## src/rtl/wb_commit_multi.sv

```systemverilog
// Multi-lane writeback/commit stage: registers one MEM bundle per cycle, drives
// LANES register-file write ports, halts on BREAK and counts retired instructions.
module wb_commit_multi #(
   parameter int DATA_W = 32,
   parameter int ADDR_W = 5,
   parameter int LANES  = 2,
   parameter int CNT_W  = 32
) (
   input  logic                     clk,
   input  logic                     rst,
   input  logic                     in_valid,
   output logic                     in_ready,
   input  logic [LANES-1:0]         in_lane_valid,
   input  logic [LANES-1:0]         in_regWr,
   input  logic [LANES*ADDR_W-1:0]  in_regAddr,
   input  logic [LANES*DATA_W-1:0]  in_regData,
   input  logic [LANES*32-1:0]      in_inst,
   input  logic [LANES*32-1:0]      in_pc,
   input  logic                     flush,
   input  logic                     resume,
   output logic [LANES-1:0]         we,
   output logic [LANES*ADDR_W-1:0]  wAddr,
   output logic [LANES*DATA_W-1:0]  wData,
   output logic [LANES-1:0]         wbu_regWr,
   output logic [LANES*ADDR_W-1:0]  wbu_regAddr,
   output logic [LANES*DATA_W-1:0]  wbu_data,
   output logic                     is_break,
   output logic                     halted,
   output logic [31:0]              break_pc,
   output logic [CNT_W-1:0]         retired
);

   typedef enum logic [0:0] {RUN = 1'b0, HALT = 1'b1} state_t;

   state_t                    state_reg;
   logic                      valid_reg;
   logic [LANES-1:0]          lane_valid_reg;
   logic [LANES-1:0]          reg_wr_reg;
   logic [LANES*ADDR_W-1:0]   addr_reg;
   logic [LANES*DATA_W-1:0]   data_reg;
   logic [LANES*32-1:0]       inst_reg;
   logic [LANES*32-1:0]       pc_reg;
   logic [31:0]               break_pc_reg;
   logic [CNT_W-1:0]          retired_reg;

   logic [LANES-1:0]          brk;
   logic [LANES-1:0]          kill;
   logic [LANES-1:0]          cv;
   logic [LANES-1:0]          we_next;
   logic                      break_commit;
   logic [31:0]               brk_pc;
   logic [CNT_W-1:0]          commit_cnt;
   logic                      capture;

   assign in_ready = (state_reg == RUN);
   assign capture  = in_valid && in_ready && !flush;

   genvar gi;
   generate
      for (gi = 0; gi < LANES; gi++) begin : g_lane
         logic shadowed;

         assign brk[gi] = lane_valid_reg[gi]
                        && (inst_reg[gi*32+26 +: 6] == 6'b000000)
                        && (inst_reg[gi*32 +: 6] == 6'b001101);

         // Anything younger than a BREAK in the same bundle never commits.
         if (gi == 0) begin : g_k0
            assign kill[gi] = 1'b0;
         end else begin : g_kn
            assign kill[gi] = |brk[gi-1:0];
         end

         // Commits are gated in HALT so the bundle accepted alongside a BREAK commit is dropped.
         assign cv[gi] = valid_reg && lane_valid_reg[gi] && !kill[gi] && (state_reg == RUN);

         always_comb begin
            shadowed = 1'b0;
            for (int m = gi + 1; m < LANES; m++) begin
               if (cv[m] && reg_wr_reg[m]
                   && (addr_reg[m*ADDR_W +: ADDR_W] == addr_reg[gi*ADDR_W +: ADDR_W]))
                  shadowed = 1'b1;
            end
         end

         assign we_next[gi] = cv[gi] && reg_wr_reg[gi]
                            && (addr_reg[gi*ADDR_W +: ADDR_W] != '0) && !shadowed;
      end
   endgenerate

   assign break_commit = |(cv & brk);

   // Scan from youngest to oldest so the lowest BREAK lane's PC wins.
   always_comb begin
      brk_pc = 32'h0;
      for (int k = LANES - 1; k >= 0; k--) begin
         if (brk[k])
            brk_pc = pc_reg[k*32 +: 32];
      end
   end

   always_comb begin
      commit_cnt = '0;
      for (int k = 0; k < LANES; k++)
         commit_cnt = commit_cnt + CNT_W'(cv[k]);
   end

   always_ff @(posedge clk) begin
      if (rst) begin
         state_reg      <= RUN;
         valid_reg      <= 1'b0;
         lane_valid_reg <= '0;
         reg_wr_reg     <= '0;
         addr_reg       <= '0;
         data_reg       <= '0;
         inst_reg       <= '0;
         pc_reg         <= '0;
         break_pc_reg   <= 32'h0;
         retired_reg    <= '0;
      end else begin
         retired_reg <= retired_reg + commit_cnt;

         if (break_commit) begin
            break_pc_reg <= brk_pc;
            state_reg    <= HALT;
         end else if (state_reg == HALT && resume) begin
            state_reg <= RUN;
         end

         if (capture) begin
            valid_reg      <= 1'b1;
            lane_valid_reg <= in_lane_valid;
            reg_wr_reg     <= in_regWr;
            addr_reg       <= in_regAddr;
            data_reg       <= in_regData;
            inst_reg       <= in_inst;
            pc_reg         <= in_pc;
         end else begin
            valid_reg      <= 1'b0;
            lane_valid_reg <= '0;
         end
      end
   end

   assign we          = we_next;
   assign wAddr       = addr_reg;
   assign wData       = data_reg;
   assign wbu_regWr   = we_next;
   assign wbu_regAddr = addr_reg;
   assign wbu_data    = data_reg;
   assign is_break    = break_commit;
   assign halted      = (state_reg == HALT);
   assign break_pc    = break_pc_reg;
   assign retired     = retired_reg;

endmodule

```

## config.mk

```make
export PLATFORM = sky130hd
export DESIGN_NAME = wb_commit_multi
export DESIGN_NICKNAME = d
export VERILOG_FILES = /design/src/rtl/wb_commit_multi.sv
export SDC_FILE = /design/constraint.sdc
export NUM_CORES = 1
export LEC_CHECK = 0
export CAP_MARGIN = 10
export CORE_AREA = 5 5 117 230
export DETAILED_ROUTE_END_ITERATION = 8
export DIE_AREA = 0 0 122 235
export GPL_TIMING_DRIVEN = 0
export PLACE_DENSITY = 0.73
export SLEW_MARGIN = 0
export SYNTH_ARGS = -nofsm -noshare
export SYNTH_HDL_FRONTEND = slang
export SYNTH_SLANG_ARGS = --single-unit
```

## constraint.sdc

```tcl
create_clock -name clk -period 2.4 [get_ports clk]
set_input_delay 0.36 -clock clk [delete_from_list [all_inputs] [get_ports clk]]
set_output_delay 0.36 -clock clk [all_outputs]
set_load 0.03 [all_outputs]
```

==> impl_metrics.tcl <==
set metrics [dict create \
    start_util 0.364 \
    skew_ns 0.0153 \
    worst-r2r-cell-count 11 \
    p_leak_nw 5.38 \
    grt_max_degree 17 \
    placed_cells 1818 \
    ys_seq_area_frac 0.511 \
    clock-sinks 232 \
    antenna_cells 0 \
    p_sw_frac 0.250 \
    grtUsageMet2 0.401 \
    drive_gt1_frac 0.102 \
    min_period_ns 2.38 \
    yosysUniqueCellTypes 39 \
    utilization 0.574 \
    hp-start "in_pc[61]" \
    path_delay_family "simple AND/OR/NAND/NOR gates" \
    place_congestion 0.874 \
    wl_per_cell_um 16.9 \
    synthTopCellsByCount "nand2_1, dfxtp_1, a21oi_1, buf_4, clkbuf_1" \
    status "completed" \
    via_count 8821 \
    rsz0062_at_grt "true" \
    cts_hold_buf 0 \
    pwr-share-comb 0.135 \
    hp-class "in2reg" \
    reg2reg_from "inst_reg[30]" \
    pin_count 430 \
    pre_cts_ws_ns -0.420 \
    synthArstFlopShare 0 \
    hpwlAfterDp_mm 24.6 \
    seq_power_share 0.457 \
    fillers 2284 \
    cts_buffers 22 \
    ir_drop_uv 450 \
    nNetsFinal 1723 \
    finalHoldViolations 0 \
    slowest_stage "or4_1" \
    startpoint_type "register" \
    die-area_um2 28700 \
    syn_to_final_growth_pct 57.4 \
    slew_viol_final 0 \
    regToRegSetupSlack_ns 0.08 \
    endpoint_kind "output pin" \
    ys_warn_count 0 \
    p_int_w 0.00669 \
    endpoint "we[0]" \
    synth_area_um2 9090 \
    worstPathCellList "or4_1 > o211ai_1 > a31oi_2 > buf_4 > clkbuf_4" \
    critPathArrivalTime_ns 2.02 \
    path_buf_inv 2 \
    yosysMostFrequentCell "nand2_1" \
    core_area_um2 24900 \
    h-tree-depth 1 \
    totalWireLength_mm 31.4 \
    switchingPower_w 0.00223 \
    drcViolationCount 0 \
    rows 82 \
    fin_ws_ns 0.0233 \
    yosys.area.top_type "dfxtp_1" \
    rr_endpoint "retired[22]" \
    clockBufferDepth 3 \
    synth.area.top_cells "dfxtp_1, nand2_1, a21oi_1" \
    tritoncts "done" \
    yosysTopAreaCellShare 0.511 \
    cpPeakStageDelay_ns 0.54 \
    antenna_left 0 \
    port-buffer-count 389 \
    synth-seq-cells 232 \
    first_iter_violations 309 \
    drtPass1Iterations 4 \
    synth_edf_count 0 \
    root_buffer "clkbuf_16" \
    path_class "reg2out" \
    p_per_area_nw_per_um2 623 \
    power_w 0.00892 \
    slew_headroom 0.473 \
    grt_pass1_vias 9096 \
    max_cap_viol_count 0 \
    synth_nets 1306 \
    setup_viol 0 \
    die_y_um 235 \
    netlist_instances 1093 \
    post_drt_via_cell_ratio 4.74 \
    crit_path_start "wAddr[1]" \
    worst_slew_pin_slew_ns 0.790 \
    overflow 0 \
    max_freq_mhz 421 \
    avgSynthCellArea_um2 8.31 \
    antenna_found_initial 0 \
    grtUsageMet3 0.0383 \
    grt_pass1_wl_mm 48.1 \
    grt-busiest-layer "met2" \
    worstPathRequired_ns 2.04 \
    use_met1 0.214 \
    crit_cells 5 \
    ys.flop_type "dfxtp_1" \
    power.share.clock 0.408 \
    clk_latency_ns 0.52 \
    final_cells 1861 \
    period_share 0.990 \
    grt_util_all_layers 0.211 \
    clkTransAtPathRegs_ns 0.07 \
    crit_fanout 5 \
    die_x_um 122 \
]
[layout by cell type, fill, tap and decap left out, drive strengths merged, types with 17 or more instances in the layout]
cell,n
nand3,17
a221o,32
a21oi,169
dfxtp,232
clkbuf,88
xor2,20
nor2,32
buf,92
and2,34
nand2,341
clkdlybuf4s50,384
[area by class of cell]
class                      count  area [um2]  area share
sequential                   232        4650       0.325
multi-input combinational    712        3690       0.258
timing repair buffer         393        3910       0.274
inverter                       4        15.0     0.00105
clock buffer                  26         597      0.0417
buffer                       145         871      0.0609
clock inverter                13         149      0.0104
tap                          336         420      0.0294
[worst min-delay path: cells and delay by family]
kind	cells	cell delay, ns
AOI/OAI and AO/OA	1	0.05
buffers and inverters	1	0.40
and+or+nand+nor	1	0.06
[routing by layer]
layer,up-vias,part of all wire
met4,0,0.047
met5,-,0
met1,4048,0.35
li1,4389,-
met3,65,0.060
met2,319,0.54
[how the worst min path moves through the flow]
stage | endpoint | cells after the start
floorplan | inst_reg[35] | 2
global placement | pc_reg[43] | 2
detailed placement | pc_reg[41] | 2
CTS | pc_reg[59] | 3
global route | wData[38] | 3
finish | pc_reg[61] | 3
[logic make-up (layout without fill, tap and decap cells)]
kind of cell               after synthesis  after routing  share of synthesized area
and+or+nand+nor                        470            470                      0.225
DFF                                    232            232                      0.511
adders and majority gates                2              2                    0.00358
xor gates and xnor gates                29             29                     0.0280
buffers and inverters                  149            581                     0.0975
AOI/OAI and AO/OA                      211            211                      0.135
[power by group through the flow]
stage / Sequential [W] / Clock [W] / Combinational, W
3_5_place_dp: 0.00416 / 0 / 0.00121
3_3_place_gp: 0.00415 / 0 / 0.00120
4_1_cts: 0.00407 / 0.00372 / 0.00122
5_1_grt: 0.00409 / 0.00387 / 0.00129
6_report: 0.00407 / 0.00364 / 0.00121
2_1_floorplan: 0.00424 / 0 / 0.000480
[what timing repair did]
| item | 4_1_cts | 5_1_grt |
|---|---|---|
| setup endpoints to repair | 56 | 16 |
| resized for setup | 37 | 22 |
| pin swaps | 4 | 11 |
| buffers inserted | 1 | 3 |
[stage by stage]
step	hold WS (ns)	TNS [ns]	instance area, um2
2_1_floorplan	0.432	0	9090
3_3_place_gp	0.438	-53.72	13400
3_5_place_dp	0.443	-53.93	13400
4_1_cts	0.363	-0.0264	14200
5_1_grt	0.382	-0.506	14300
6_report	0.387	0	14300
Note: power is estimated with default switching activity, not from simulation.
